## src/rtl/rock_motor_driver.sv

```systemverilog
`default_nettype none
// +----------------------------------------------------------------------+
// | Module   : rock_motor_driver                                         |
// | Brief    : Cradle motor drive: PWM duty from A, direction reversing  |
// |            every half-swing of length set by F, braked stop on AF0.  |
// | Revision : 1.0                                                       |
// +----------------------------------------------------------------------+
module rock_motor_driver #(
  parameter int TICK_DIV    = 50000,
  parameter int HALF_BASE   = 40,
  parameter int HALF_STEP   = 2,
  parameter int BRAKE_TICKS = 10
) (
  input  logic       clk,
  input  logic       reset,
  input  logic       enable,
  input  logic [3:0] A,
  input  logic [3:0] F,
  input  logic       AF0,
  output logic       pwm,
  output logic       dir,
  output logic       brake,
  output logic       busy,
  output logic       half_done
);

  localparam int              c_PW    = $clog2(TICK_DIV);
  localparam logic [c_PW-1:0] c_PMAX  = c_PW'(TICK_DIV - 1);
  localparam logic [c_PW-1:0] c_PONE  = c_PW'(1);
  localparam logic [7:0]      c_BASE  = 8'(HALF_BASE);
  localparam logic [7:0]      c_STEP  = 8'(HALF_STEP);
  localparam logic [7:0]      c_BMAX  = 8'(BRAKE_TICKS - 1);

  localparam logic [1:0] c_IDLE  = 2'd0;
  localparam logic [1:0] c_POS   = 2'd1;
  localparam logic [1:0] c_NEG   = 2'd2;
  localparam logic [1:0] c_BRAKE = 2'd3;

  logic [1:0]      r_state;
  logic [c_PW-1:0] r_presc;
  logic [3:0]      r_pwm_cnt;
  logic [3:0]      r_a_lat;
  logic [3:0]      r_f_lat;
  logic [7:0]      r_half_cnt;
  logic [7:0]      r_brake_cnt;
  logic            r_pwm;
  logic            r_dir;
  logic            r_brake;
  logic            r_busy;
  logic            r_half_done;

  logic [1:0] w_state_nxt;
  logic       w_latch;
  logic       w_tick;
  logic       w_swing;
  logic       w_half_end;
  logic       w_brake_end;
  logic [7:0] w_half_len;
  logic       w_pwm_nxt;
  logic       w_dir_nxt;
  logic       w_brake_nxt;
  logic       w_busy_nxt;

  assign w_tick      = (r_presc == c_PMAX);
  assign w_swing     = (r_state == c_POS) || (r_state == c_NEG);
  assign w_half_len  = c_BASE - c_STEP * {4'd0, r_f_lat};
  assign w_half_end  = w_swing && w_tick && (r_half_cnt == w_half_len - 8'd1);
  assign w_brake_end = (r_state == c_BRAKE) && w_tick && (r_brake_cnt == c_BMAX);

  always_ff @(posedge clk or posedge reset) begin
    if (reset) begin
      r_state     <= c_IDLE;
      r_pwm       <= 1'b0;
      r_dir       <= 1'b0;
      r_brake     <= 1'b0;
      r_busy      <= 1'b0;
      r_half_done <= 1'b0;
    end else begin
      r_state     <= w_state_nxt;
      r_pwm       <= w_pwm_nxt;
      r_dir       <= w_dir_nxt;
      r_brake     <= w_brake_nxt;
      r_busy      <= w_busy_nxt;
      r_half_done <= w_half_end;
    end
  end

  // Stop conditions are only looked at on the reversal tick.
  always_comb begin
    w_state_nxt = r_state;
    w_latch     = 1'b0;
    case (r_state)
      c_IDLE: begin
        if (enable && !AF0) begin
          w_state_nxt = c_POS;
          w_latch     = 1'b1;
        end
      end
      c_POS, c_NEG: begin
        if (w_half_end) begin
          if (AF0 || !enable) begin
            w_state_nxt = c_BRAKE;
          end else begin
            w_state_nxt = (r_state == c_POS) ? c_NEG : c_POS;
            w_latch     = 1'b1;
          end
        end
      end
      c_BRAKE: begin
        if (w_brake_end) w_state_nxt = c_IDLE;
      end
      default: w_state_nxt = c_IDLE;
    endcase
  end

  always_comb begin
    w_busy_nxt  = (w_state_nxt != c_IDLE);
    w_brake_nxt = (w_state_nxt == c_BRAKE);
    w_dir_nxt   = 1'b0;
    case (w_state_nxt)
      c_POS:   w_dir_nxt = 1'b1;
      c_NEG:   w_dir_nxt = 1'b0;
      c_BRAKE: w_dir_nxt = r_dir;
      default: w_dir_nxt = 1'b0;
    endcase
    // Gated by the next state too, so pwm is already low in the first brake cycle.
    w_pwm_nxt = w_swing && ((w_state_nxt == c_POS) || (w_state_nxt == c_NEG)) &&
                (r_pwm_cnt < r_a_lat);
  end

  always_ff @(posedge clk or posedge reset) begin
    if (reset) begin
      r_presc     <= '0;
      r_pwm_cnt   <= 4'd0;
      r_a_lat     <= 4'd0;
      r_f_lat     <= 4'd0;
      r_half_cnt  <= 8'd0;
      r_brake_cnt <= 8'd0;
    end else begin
      r_presc   <= w_tick ? '0 : r_presc + c_PONE;
      r_pwm_cnt <= r_pwm_cnt + 4'd1;
      if (w_latch) begin
        r_a_lat <= A;
        r_f_lat <= F;
      end
      if (r_state == c_IDLE) begin
        r_half_cnt <= 8'd0;
      end else if (w_swing && w_tick) begin
        r_half_cnt <= w_half_end ? 8'd0 : r_half_cnt + 8'd1;
      end
      if ((r_state == c_BRAKE) && w_tick) begin
        r_brake_cnt <= w_brake_end ? 8'd0 : r_brake_cnt + 8'd1;
      end
    end
  end

  assign pwm       = r_pwm;
  assign dir       = r_dir;
  assign brake     = r_brake;
  assign busy      = r_busy;
  assign half_done = r_half_done;

endmodule
`default_nettype wire

```

## config.mk

```make
export PLATFORM = sky130hd
export DESIGN_NAME = rock_motor_driver
export DESIGN_NICKNAME = d
export VERILOG_FILES = /design/src/rtl/rock_motor_driver.sv
export SDC_FILE = /design/constraint.sdc
export NUM_CORES = 1
export LEC_CHECK = 0
export CAP_MARGIN = 20
export CORE_MARGIN = 2
export CORE_UTILIZATION = 40
export CTS_BUF_LIST = sky130_fd_sc_hd__clkbuf_16
export DETAILED_ROUTE_END_ITERATION = 6
export GPL_ROUTABILITY_DRIVEN = 1
export SYNTH_ARGS = -nofsm -noshare
export SYNTH_HDL_FRONTEND = slang
export SYNTH_SLANG_ARGS = --single-unit
```

## constraint.sdc

```tcl
create_clock -name clk -period 4.75 [get_ports clk]
set_clock_uncertainty 0.2 [all_clocks]
set_input_delay 0.95 -clock clk [delete_from_list [all_inputs] [get_ports clk]]
set_output_delay 0.95 -clock clk [all_outputs]
set_load 0.05 [all_outputs]
```

==> summary.md <==
| Metric | Value |
|---|---|
| Final period util | `71.6%` |
| Post-Syn Area per Cell | `10.3 um^2` |
| Worst Path Arrival | `3.38 ns` |
| Switching part of the total | `30.7%` |
| Root buffer cell | `clkbuf_16` |
| Synth warn | `0` |
| First-pass GRT wire length | `8560 um` |
| Sequential share of power | `37.0%` |
| FF-to-FF Start | `r_f_lat[0]` |
| Largest net degree at the start of global routing | `52` |
| Crit-path slowest cell | `dfrtp_1` |
| Dpl ws | `1.37 ns` |
| WL final | `5080 um` |
| Min-Delay Startpoint | `r_presc[0]` |
| # port buffers | `16` |
| Worst-Margin Slew | `0.515 ns` |
| Worst-Skew Late Latency | `0.29 ns` |
| Worst-path clk slew | `0.07 ns` |
| Crit path capture type | `flop` |
| Initial DRC count | `135` |
| Die area | `7830 um^2` |
| Fin Hold WS | `0.266 ns` |
| FF+latch area | `1280 um^2` |
| Post-layout util | `48.4%` |
| Post-CTS setup buffer count | `0` |
| Max incr delay on CP | `0.45 ns` |
| N_diodes | `0` |
| Number of buffers created by CTS | `5` |
| NetSw | `0.437 mW` |
| Post-route ant nets | `0` |
| Worst EP required | `4.73 ns` |
| DRC errors left | `0` |
| Type of the most critical hold path | `flop to flop` |
| RSZ-0062 raised after global routing | `no` |
| Nets | `325` |
| Fraction of layout cells with a size suffix above 1 | `9.09%` |
| Logic pwr share | `31.2%` |
| Layout Cells excl Fill | `393` |
| Syn_nets | `305` |
| Fmax | `294 MHz` |
| Multi-input gate area | `1500 um^2` |
| CTS Buffer Depth | `2` |
| Post-DP HPWL | `3600 um` |
| Met3 Use GR | `2.99%` |
| Area grow syn2layout | `16.3%` |
| Syn Inst Count | `276` |
| WL per Instance | `12.9 um` |
| Starting Density | `41.6%` |
| Min Tclk post-route | `3.40 ns` |
| Setup TNS | `0 ns` |
| Post-cts resize count | `0` |
| Core area | `6870 um^2` |
| Vias | `1,938` |
| DIE HEIGHT | `88.5 um` |
| Slew HR | `65.7%` |
| Finished Cell Area | `3320 um^2` |
| Synthesized area | `2860 um^2` |
| Final Hold Viols | `0` |
| Met1 Use GR | `20.6%` |
| Int Power | `0.986 mW` |
| Fin. max-slew vios | `0` |
| Drt pass-1 iters | `4` |
| Dpl cell area | `3110 um^2` |
| Met2 GRT Util | `21.1%` |
| H-tree depth | `2` |
| Power per Cell Area | `428 nW/um^2` |
| Ports | `17` |
| Crit path launch type | `flop` |
| Die Wd | `88.5 um` |
| Clk pwr share | `31.8%` |
| Hold-fix buffers, CTS | `0` |
| Vias in the first global route | `1,812` |
| VDD IR max | `0.214 mV` |
| Synthesis-stage register bit count | `51` |
| Clock Sinks | `51` |
| Kind of critical path | `flop to flop` |
| Sequential share of the synthesized area | `44.7%` |
| Worst setup margin | `1.35 ns` |
| Crit path from | `r_f_lat[0]` |
| Leakage power | `1.54 nW` |
| GRT Resource Usage Total | `14.1%` |
| Max-Cap Viols | `0` |
| Total power | `1.42 mW` |
| Total grt overflow | `0` |
| Outcome | `completed` |
| CP max FO | `8` |
| Placed cell count | `384` |
| Post-synth cell types | `45` |
| Crit-path cells | `inv_1 -> ha_1 -> nor2_1 -> nand2_1 -> xnor2_1 -> a31o_2 -> o311ai_4 -> mux2_2 -> o21ai_0 -> ha_1 -> mux2_2` |
| Final Setup Violations | `0` |
| Routability congestion estimate | `0.802` |
| Vias per cell | `4.93` |
| Row cnt | `30` |
| CTS tree | `yes` |
| Antenna violations before repair | `0` |
| Final-layout fill cell count | `630` |
| GRT Max-Usage Layer | `met2` |
-- Yosys cell counts, drive strengths merged --
master / number / area (um^2)
a2111oi: 1 / 8.76
a211o: 1 / 8.76
a21boi: 1 / 7.51
a21o: 1 / 7.51
a21oi: 6 / 30.0
a31o: 1 / 8.76
a31oi: 2 / 12.5
and2: 3 / 18.8
and3: 10 / 62.6
and4: 2 / 20.0
and4b: 2 / 20.0
buf: 2 / 18.8
clkbuf: 3 / 12.5
dfrtp: 51 / 1280
ha: 17 / 213
inv: 14 / 52.6
maj3: 1 / 10.0
mux2: 11 / 154
mux2i: 4 / 40.0
nand2: 26 / 97.6
nand2b: 3 / 18.8
nand3: 14 / 70.1
nand3b: 2 / 15.0
nand4: 3 / 18.8
nor2: 24 / 90.1
nor2b: 9 / 56.3
nor3: 3 / 15.0
nor4: 1 / 6.26
nor4b: 5 / 56.3
o2111ai: 1 / 8.76
o211ai: 1 / 7.51
o21a: 2 / 15.0
o21ai: 10 / 50.1
o22ai: 2 / 12.5
o311ai: 1 / 26.3
o31ai: 1 / 7.51
or3: 2 / 12.5
or4b: 1 / 10.0
xnor2: 17 / 149
xor2: 15 / 131
-- worst paths after layout --
path,slack [ns],depth (start not counted),end
worst max-delay path,1.35,11,dir
worst min register to register,0.27,1,r_presc[0]
worst max register to register,1.35,11,dir
worst min-delay path,0.27,1,r_presc[0]
min in group asynchronous,0.68,2,r_pwm_cnt[0]
max in group asynchronous,3.19,3,r_half_cnt[6]
-- registers in the layout, indices dropped and copies added (netlist names) --
signal / flops
dir: 1
r_brake_cnt: 8
r_f_lat: 4
r_half_cnt: 8
r_state: 2
r_a_lat: 4
r_presc: 16
busy: 1
half_done: 1
pwm: 1
brake: 1
r_pwm_cnt: 4
-- cell usage in the layout, fill, tap and decap left out, drive strengths merged, types with 5 or more instances in the layout --
cell | Yosys | routed
and3 | 10 | 10
nor4b | 5 | 5
nor2 | 24 | 24
ha | 17 | 17
inv | 14 | 15
dfrtp | 51 | 51
clkdlybuf4s50 | 0 | 16
a21oi | 6 | 6
nor2b | 9 | 9
clkbuf | 3 | 5
xor2 | 15 | 15
xnor2 | 17 | 17
mux2 | 11 | 11
nand3 | 14 | 14
o21ai | 10 | 10
nand2 | 26 | 26
-- critical path, delay by kind of cell (launching register included) --
kind	cells	cell delay [ns]
multiplexers	2	0.72
buffers and inverters	1	0.11
AND/OR/NAND/NOR	2	0.33
adder cells (fa/ha/maj)	2	0.60
XOR/XNOR	1	0.15
AO/OA/AOI/OAI	3	0.75
flip-flops	1	0.45
-- per-layer routing --
layer / vias to the layer above / wire length, um
met1: 917 / 2630
met3: 5 / 155
met4: 0 / 62
met2: 29 / 2230
met5: - / 0
li1: 987 / -
-- cell type report --
class / count / share of cell area [%]
clock buffer: 5 / 3.77
clock inverter: 3 / 1.92
inverter: 14 / 1.58
multi-input combinational: 206 / 45.0
sequential: 51 / 38.4
tap: 96 / 3.62
timing repair buffer: 18 / 5.65
-- cells by family (layout without fill, tap and decap cells) --
logic type | Yosys count | count (layout) | synth area share, %
xor gates and xnor gates | 32 | 32 | 9.81
buffers and inverters | 19 | 40 | 2.93
muxes | 15 | 15 | 6.79
adders and majority gates | 18 | 18 | 7.80
and+or+nand+nor | 110 | 110 | 20.6
AOI/OAI and AO/OA | 31 | 31 | 7.40
DFF | 51 | 51 | 44.7
-- power groups by stage --
stage,clock network (mW),registers [mW],logic (mW)
6_report,0.453,0.526,0.444
5_1_grt,0.483,0.534,0.494
4_1_cts,0.464,0.526,0.445
3_5_place_dp,0,0.535,0.440
3_3_place_gp,0,0.533,0.438
2_1_floorplan,0,0.553,0.327
(Power assumes the default switching activity.)
